===== src/rtl/mdu_iter_pkg.sv =====
// Shared op codes, FSM state encoding and op-class helpers for the iterative MDU.
package mdu_iter_pkg;

    localparam logic [2:0] MD_MULT  = 3'd0;
    localparam logic [2:0] MD_MULTU = 3'd1;
    localparam logic [2:0] MD_DIV   = 3'd2;
    localparam logic [2:0] MD_DIVU  = 3'd3;
    localparam logic [2:0] MD_MTHI  = 3'd4;
    localparam logic [2:0] MD_MTLO  = 3'd5;

    typedef enum logic [1:0] {
        IDLE = 2'd0,
        PREP = 2'd1,
        RUN  = 2'd2,
        FIX  = 2'd3
    } state_t;

    function automatic logic is_mul(input logic [2:0] op);
        return (op == MD_MULT) || (op == MD_MULTU);
    endfunction

    function automatic logic is_signed_op(input logic [2:0] op);
        return (op == MD_MULT) || (op == MD_DIV);
    endfunction

endpackage


===== src/rtl/mdu_iter_div_step.sv =====
// One restoring-division step: trial-subtract the divisor from the shifted
// partial remainder and keep the difference only when no borrow occurred.
module mdu_div_step #(
    parameter int WIDTH = 32
) (
    input  logic [WIDTH:0]   rem,       // partial remainder already shifted left with next dividend bit
    input  logic [WIDTH-1:0] divisor,
    output logic [WIDTH-1:0] next_rem,
    output logic             q_bit
);
    logic [WIDTH:0] diff;

    // The shifted remainder is < 2*divisor, so bit WIDTH of the difference is the borrow.
    always_comb begin
        diff     = rem - {1'b0, divisor};
        q_bit    = ~diff[WIDTH];
        next_rem = diff[WIDTH] ? rem[WIDTH-1:0] : diff[WIDTH-1:0];
    end
endmodule


===== src/rtl/mdu_iter.sv =====
// Iterative multiply/divide unit with architectural HI/LO registers.
// IDLE -> PREP (magnitudes, signs) -> RUN (WIDTH steps) -> FIX (sign fix, write HI/LO).
module mdu_iter
    import mdu_iter_pkg::*;
#(
    parameter int WIDTH = 32,
    parameter int OP_W  = 3
) (
    input  logic             clk,
    input  logic             rst,
    input  logic             start,
    input  logic [OP_W-1:0]  op,
    input  logic [WIDTH-1:0] a,
    input  logic [WIDTH-1:0] b,
    input  logic             flush,
    output logic             busy,
    output logic             done,
    output logic [WIDTH-1:0] hi,
    output logic [WIDTH-1:0] lo
);
    localparam int CNT_W = $clog2(WIDTH);

    state_t             state, state_nx;
    logic [CNT_W-1:0]   cnt;
    logic [2:0]         op_c, op_q;
    logic [WIDTH-1:0]   a_q, b_q, opnd;
    logic [2*WIDTH-1:0] acc;
    logic               neg_res, neg_rem;

    logic               start_md, q_mul, q_sgn, sa, sb, div0;
    logic [WIDTH-1:0]   mag_a, mag_b;
    logic [WIDTH:0]     mul_sum;
    logic [2*WIDTH-1:0] mul_nx, div_nx, prod;
    logic [WIDTH-1:0]   div_rem, quot, rmd;
    logic               div_q;

    assign op_c     = op[2:0];
    assign start_md = start && (op_c <= MD_DIVU);
    assign q_mul    = is_mul(op_q);
    assign q_sgn    = is_signed_op(op_q);
    assign busy     = (state != IDLE);
    assign done     = (state == FIX) && !flush;

    // Operand magnitudes and signs for the PREP cycle.
    always_comb begin
        sa    = q_sgn & a_q[WIDTH-1];
        sb    = q_sgn & b_q[WIDTH-1];
        mag_a = sa ? -a_q : a_q;
        mag_b = sb ? -b_q : b_q;
    end

    // Shift-add multiply step: multiplier sits in the low half and shifts out LSB-first.
    always_comb begin
        mul_sum = {1'b0, acc[2*WIDTH-1:WIDTH]} + (acc[0] ? {1'b0, opnd} : '0);
        mul_nx  = {mul_sum, acc[WIDTH-1:1]};
    end

    mdu_div_step #(.WIDTH(WIDTH)) u_div_step (
        .rem      ({acc[2*WIDTH-1:WIDTH], acc[WIDTH-1]}),
        .divisor  (opnd),
        .next_rem (div_rem),
        .q_bit    (div_q)
    );

    // Divide step: remainder in the high half, dividend shifts out of the low half
    // while quotient bits shift in behind it.
    always_comb begin
        div_nx = {div_rem, acc[WIDTH-2:0], div_q};
        prod   = neg_res ? -acc : acc;
        quot   = neg_res ? -acc[WIDTH-1:0] : acc[WIDTH-1:0];
        rmd    = neg_rem ? -acc[2*WIDTH-1:WIDTH] : acc[2*WIDTH-1:WIDTH];
        div0   = (b_q == '0);
    end

    // State register.
    always_ff @(posedge clk or posedge rst) begin
        if (rst) state <= IDLE;
        else     state <= state_nx;
    end

    // Next-state logic; flush always returns to IDLE.
    always_comb begin
        state_nx = state;
        case (state)
            IDLE:    if (start_md) state_nx = PREP;
            PREP:    state_nx = RUN;
            RUN:     if (cnt == '0) state_nx = FIX;
            FIX:     state_nx = IDLE;
            default: state_nx = IDLE;
        endcase
        if (flush) state_nx = IDLE;
    end

    // Operand latch, PREP setup and per-cycle iteration of the accumulator.
    always_ff @(posedge clk or posedge rst) begin
        if (rst) begin
            op_q    <= '0;
            a_q     <= '0;
            b_q     <= '0;
            opnd    <= '0;
            acc     <= '0;
            cnt     <= '0;
            neg_res <= 1'b0;
            neg_rem <= 1'b0;
        end else begin
            case (state)
                IDLE: if (start_md) begin
                    op_q <= op_c;
                    a_q  <= a;
                    b_q  <= b;
                end
                PREP: begin
                    opnd    <= q_mul ? mag_a : mag_b;
                    acc     <= {{WIDTH{1'b0}}, (q_mul ? mag_b : mag_a)};
                    neg_res <= sa ^ sb;
                    neg_rem <= sa;
                    cnt     <= CNT_W'(WIDTH - 1);
                end
                RUN: begin
                    acc <= q_mul ? mul_nx : div_nx;
                    cnt <= cnt - 1'b1;
                end
                default: ;
            endcase
        end
    end

    // HI/LO change only on MTHI/MTLO in IDLE or at the end of FIX; flush blocks both.
    always_ff @(posedge clk or posedge rst) begin
        if (rst) begin
            hi <= '0;
            lo <= '0;
        end else if (!flush) begin
            if (state == IDLE && start && op_c == MD_MTHI) hi <= a;
            if (state == IDLE && start && op_c == MD_MTLO) lo <= a;
            if (state == FIX) begin
                if (q_mul) begin
                    {hi, lo} <= prod;
                end else if (div0) begin
                    hi <= a_q;
                    lo <= '1;
                end else begin
                    hi <= rmd;
                    lo <= quot;
                end
            end
        end
    end
endmodule


===== config.mk =====
export PLATFORM = sky130hd
export DESIGN_NAME = mdu_iter
export DESIGN_NICKNAME = d
export VERILOG_FILES = /design/src/rtl/mdu_iter_pkg.sv /design/src/rtl/mdu_iter_div_step.sv /design/src/rtl/mdu_iter.sv
export SDC_FILE = /design/constraint.sdc
export NUM_CORES = 1
export LEC_CHECK = 0
export BUFFER_PORTS_ARGS = -buffer_cell sky130_fd_sc_hd__buf_2
export CORE_MARGIN = 4
export CORE_UTILIZATION = 50
export DETAILED_ROUTE_END_ITERATION = 10
export GPL_TIMING_DRIVEN = 1
export PLACE_DENSITY = 0.71
export REMOVE_ABC_BUFFERS = 1
export SLEW_MARGIN = 20
export SYNTH_ARGS = -nofsm -noshare
export SYNTH_HDL_FRONTEND = slang
export SYNTH_SLANG_ARGS = --single-unit

===== constraint.sdc =====
create_clock -name clk -period 18.3 [get_ports clk]
set_clock_uncertainty 0.2 [all_clocks]
set_input_delay 1.83 -clock clk [delete_from_list [all_inputs] [get_ports clk]]
set_output_delay 1.83 -clock clk [all_outputs]
set_load 0.02 [all_outputs]

==> metrics <==
outcome completed; worst hold slack 0.2741 ns; Final period util 0.2972; port bufs 136; uppermost layer routed met4; Synth Warn # 0; CP Data Required Time 18.59 ns; Reg area 5907 um2; Die Y 198.0 um; Antenna Cells 0; Power Density 195.5 nW/um2; endpoints failing setup 0; FP Rows 69; RSZ-0062 raised after global routing no; Mean Syn Cell Area 8.161 um2; placed wire-length estimate 43.47 mm; H-tree Lvls 1; commonest non-fill, non-tap cell in the layout nand2_1; Nets 2403; Post-Synth Adder-Cell Area 0.05420; CTS sink count 236; R2R setup slack 12.86 ns; Cell variety after synth 73; Cells after Synth 2212; final core utilization 0.5592; antenna-violating nets left 0; CP max FO 33; fraction of synthesized area in multiplexers 0.06189; Via density 6.386; Clk Tree Root Cell clkbuf_16; initial DRC count 1728; clk_lat worst skew 0.57 ns; cts repair resizes 0; met3 WL 5.145 mm; drt wl/cell 22.00 um; final wirelength 60.14 mm; die width 198.0 um; DRC 0; Critical Path Source Type flip-flop; Synth Register Bits 236; Layout area overhead 10.18%; CTS Buf Count 28; DIE AREA 39210 um2; layout cells sized above 1 0.1355; grt ovf 0; Post-Route M1 WL 25.28 mm; initial antenna violation count 1; Peak VDD IR 0.1590 mV; area fraction in compound gates after synthesis 0.2400; Post-synth EDFFs 0; postcts setup bufs 0; Vias 17460; worst-margin pin slew 1.138 ns; cts hold-fix bufs 0; Met2 Routed Length 26.94 mm; vias in the first global route 16362; Synth Flop Type dfrtp_1; maxcap violations 0; initial core utilization 0.5075; Longest Clk Path Bufs 3; TritonCTS clock tree built; Top Ports 137; GRT Resource Usage Total 0.2959; gpl congestion 0.9903; P_leak 8.714 nW; FMAX 0.1838 GHz; Setup CP Type flip-flop to flip-flop; final hold vios 0; Pins Over Slew Limit 0; post-synthesis xor/xnor area fraction 0.09412; Max-slew headroom 0.2220; Final TNS setup 0 ns; CTS clock-pin slew for the worst setup and hold paths 0.06 ns; Post-Syn Area 18050 um2; Simple-Gate Fraction of Synth Area 0.1763; DR pass1 iterations 5; Crit path arrival time 5.73 ns; Crit. End Element flip-flop; Core Box Area 35570 um2; Hold/Removal Path Class flip-flop to flip-flop; first-pass GRT wire length 92.92 mm; area of the multi-input gates 11370 um2; most frequent cells in the layout nand2_1, dfrtp_1, nor2_1; fin crit period 5.440 ns; largest net degree at the start of global routing 115; share of flip-flops with an asynchronous set or reset 1.000; fill count 3347; largest family of logic cells by synthesized area compound AO/OA/AOI/OAI gates; Seq/Total Area, Yosys 0.3271
[cell families after synthesis]
kind of cell	Yosys count
compound gates	691
xor+xnor	194
fa+ha+maj	77
buf+inv	217
flops	236
mux	99
simple gates	698
[flip-flops by register name, indices dropped and copies added (netlist names)]
register	count
a_q	32
acc	64
b_q	32
cnt	5
hi	32
lo	32
neg_rem	1
neg_res	1
op_q	3
opnd	32
state	2
[synth_stat cells, drive strengths merged, types with 7 or more instances]
library cell  instances  area (um2)
nor4                 15       93.84
nand4                15       93.84
mux2                 71       799.5
mux2i                25       250.2
a211oi               49       367.9
o22ai                37       231.5
and3                  9       56.30
o221ai               23       201.4
o41ai                12       123.9
nand3                31       155.2
ha                   75       938.4
o21a                 12       90.09
nor2b                10       62.56
a21oi               186       930.9
dfrtp               236        5906
a31oi                26       162.7
nand2               253       949.7
buf                  23       102.6
a21o                 38       285.3
nand2b               37       231.5
nor3                 31       155.2
o31ai                32       259.0
xnor2               127        1112
xor2                 67       586.8
inv                  73       274.0
o211ai               43       322.8
and2                 11       68.82
o2111ai               7       61.31
or4                  23       180.2
clkbuf              120       455.4
or2                  12       80.08
o21ai               181       905.9
nor2                218       818.3
or3                  19       118.9
[cell type report]
type                       instances  share of cell area
multi-input combinational       1759              0.5717
sequential                       236              0.2970
timing repair buffer             156             0.04177
clock buffer                      36             0.03932
tap                              461             0.02900
inverter                          74             0.01434
clock inverter                    12            0.006920
[power by group]
part / internal [mW] / switching, mW / leakage, nW
sequential: 0.756 / 0.300 / 2.85
combinational: 0.858 / 1.40 / 5.40
clock: 0.340 / 0.236 / 0.457
[worst paths after layout]
path	startpoint	to	cells after the start
setup / recovery	acc[0]	hi[0]	11
setup reg to reg	acc[0]	hi[0]	11
max in group asynchronous	rst	lo[0]	4
min in group asynchronous	rst	lo[25]	2
hold reg to reg	lo[24]	lo[24]	2
hold / removal	lo[24]	lo[24]	2
[routing by layer]
layer | vias up | track usage
li1 | 8021 | -
met1 | 8469 | 0.4196
met2 | 827 | 0.4598
met3 | 143 | 0.04033
met4 | 0 | 0.1183
met5 | - | 0
[metrics by stage]
stage / power, mW / cell area, um2 / cells / setup slack, ns
2_1_floorplan: 2.609 / 17490 / 2069 / 9.795
3_3_place_gp: 3.222 / 18970 / 2686 / 13.05
3_5_place_dp: 3.263 / 18970 / 2686 / 12.96
6_report: 3.889 / 19890 / 2734 / 12.86
4_1_cts: 3.852 / 19890 / 2734 / 12.94
5_1_grt: 4.148 / 19890 / 2734 / 12.53
[worst max-delay path: stages (launching register included)]
cell     delay, ns
dfrtp_1       0.44
inv_1         0.77
ha_1          0.33
or3b_2        0.48
nor4b_1       0.56
nand3_1       0.60
nor4_1        1.09
nor2_1        0.18
or3_1         0.35
nand3_1       0.09
o21ai_0       0.09
a21oi_1       0.18
Power figures use the tool's default switching activity.
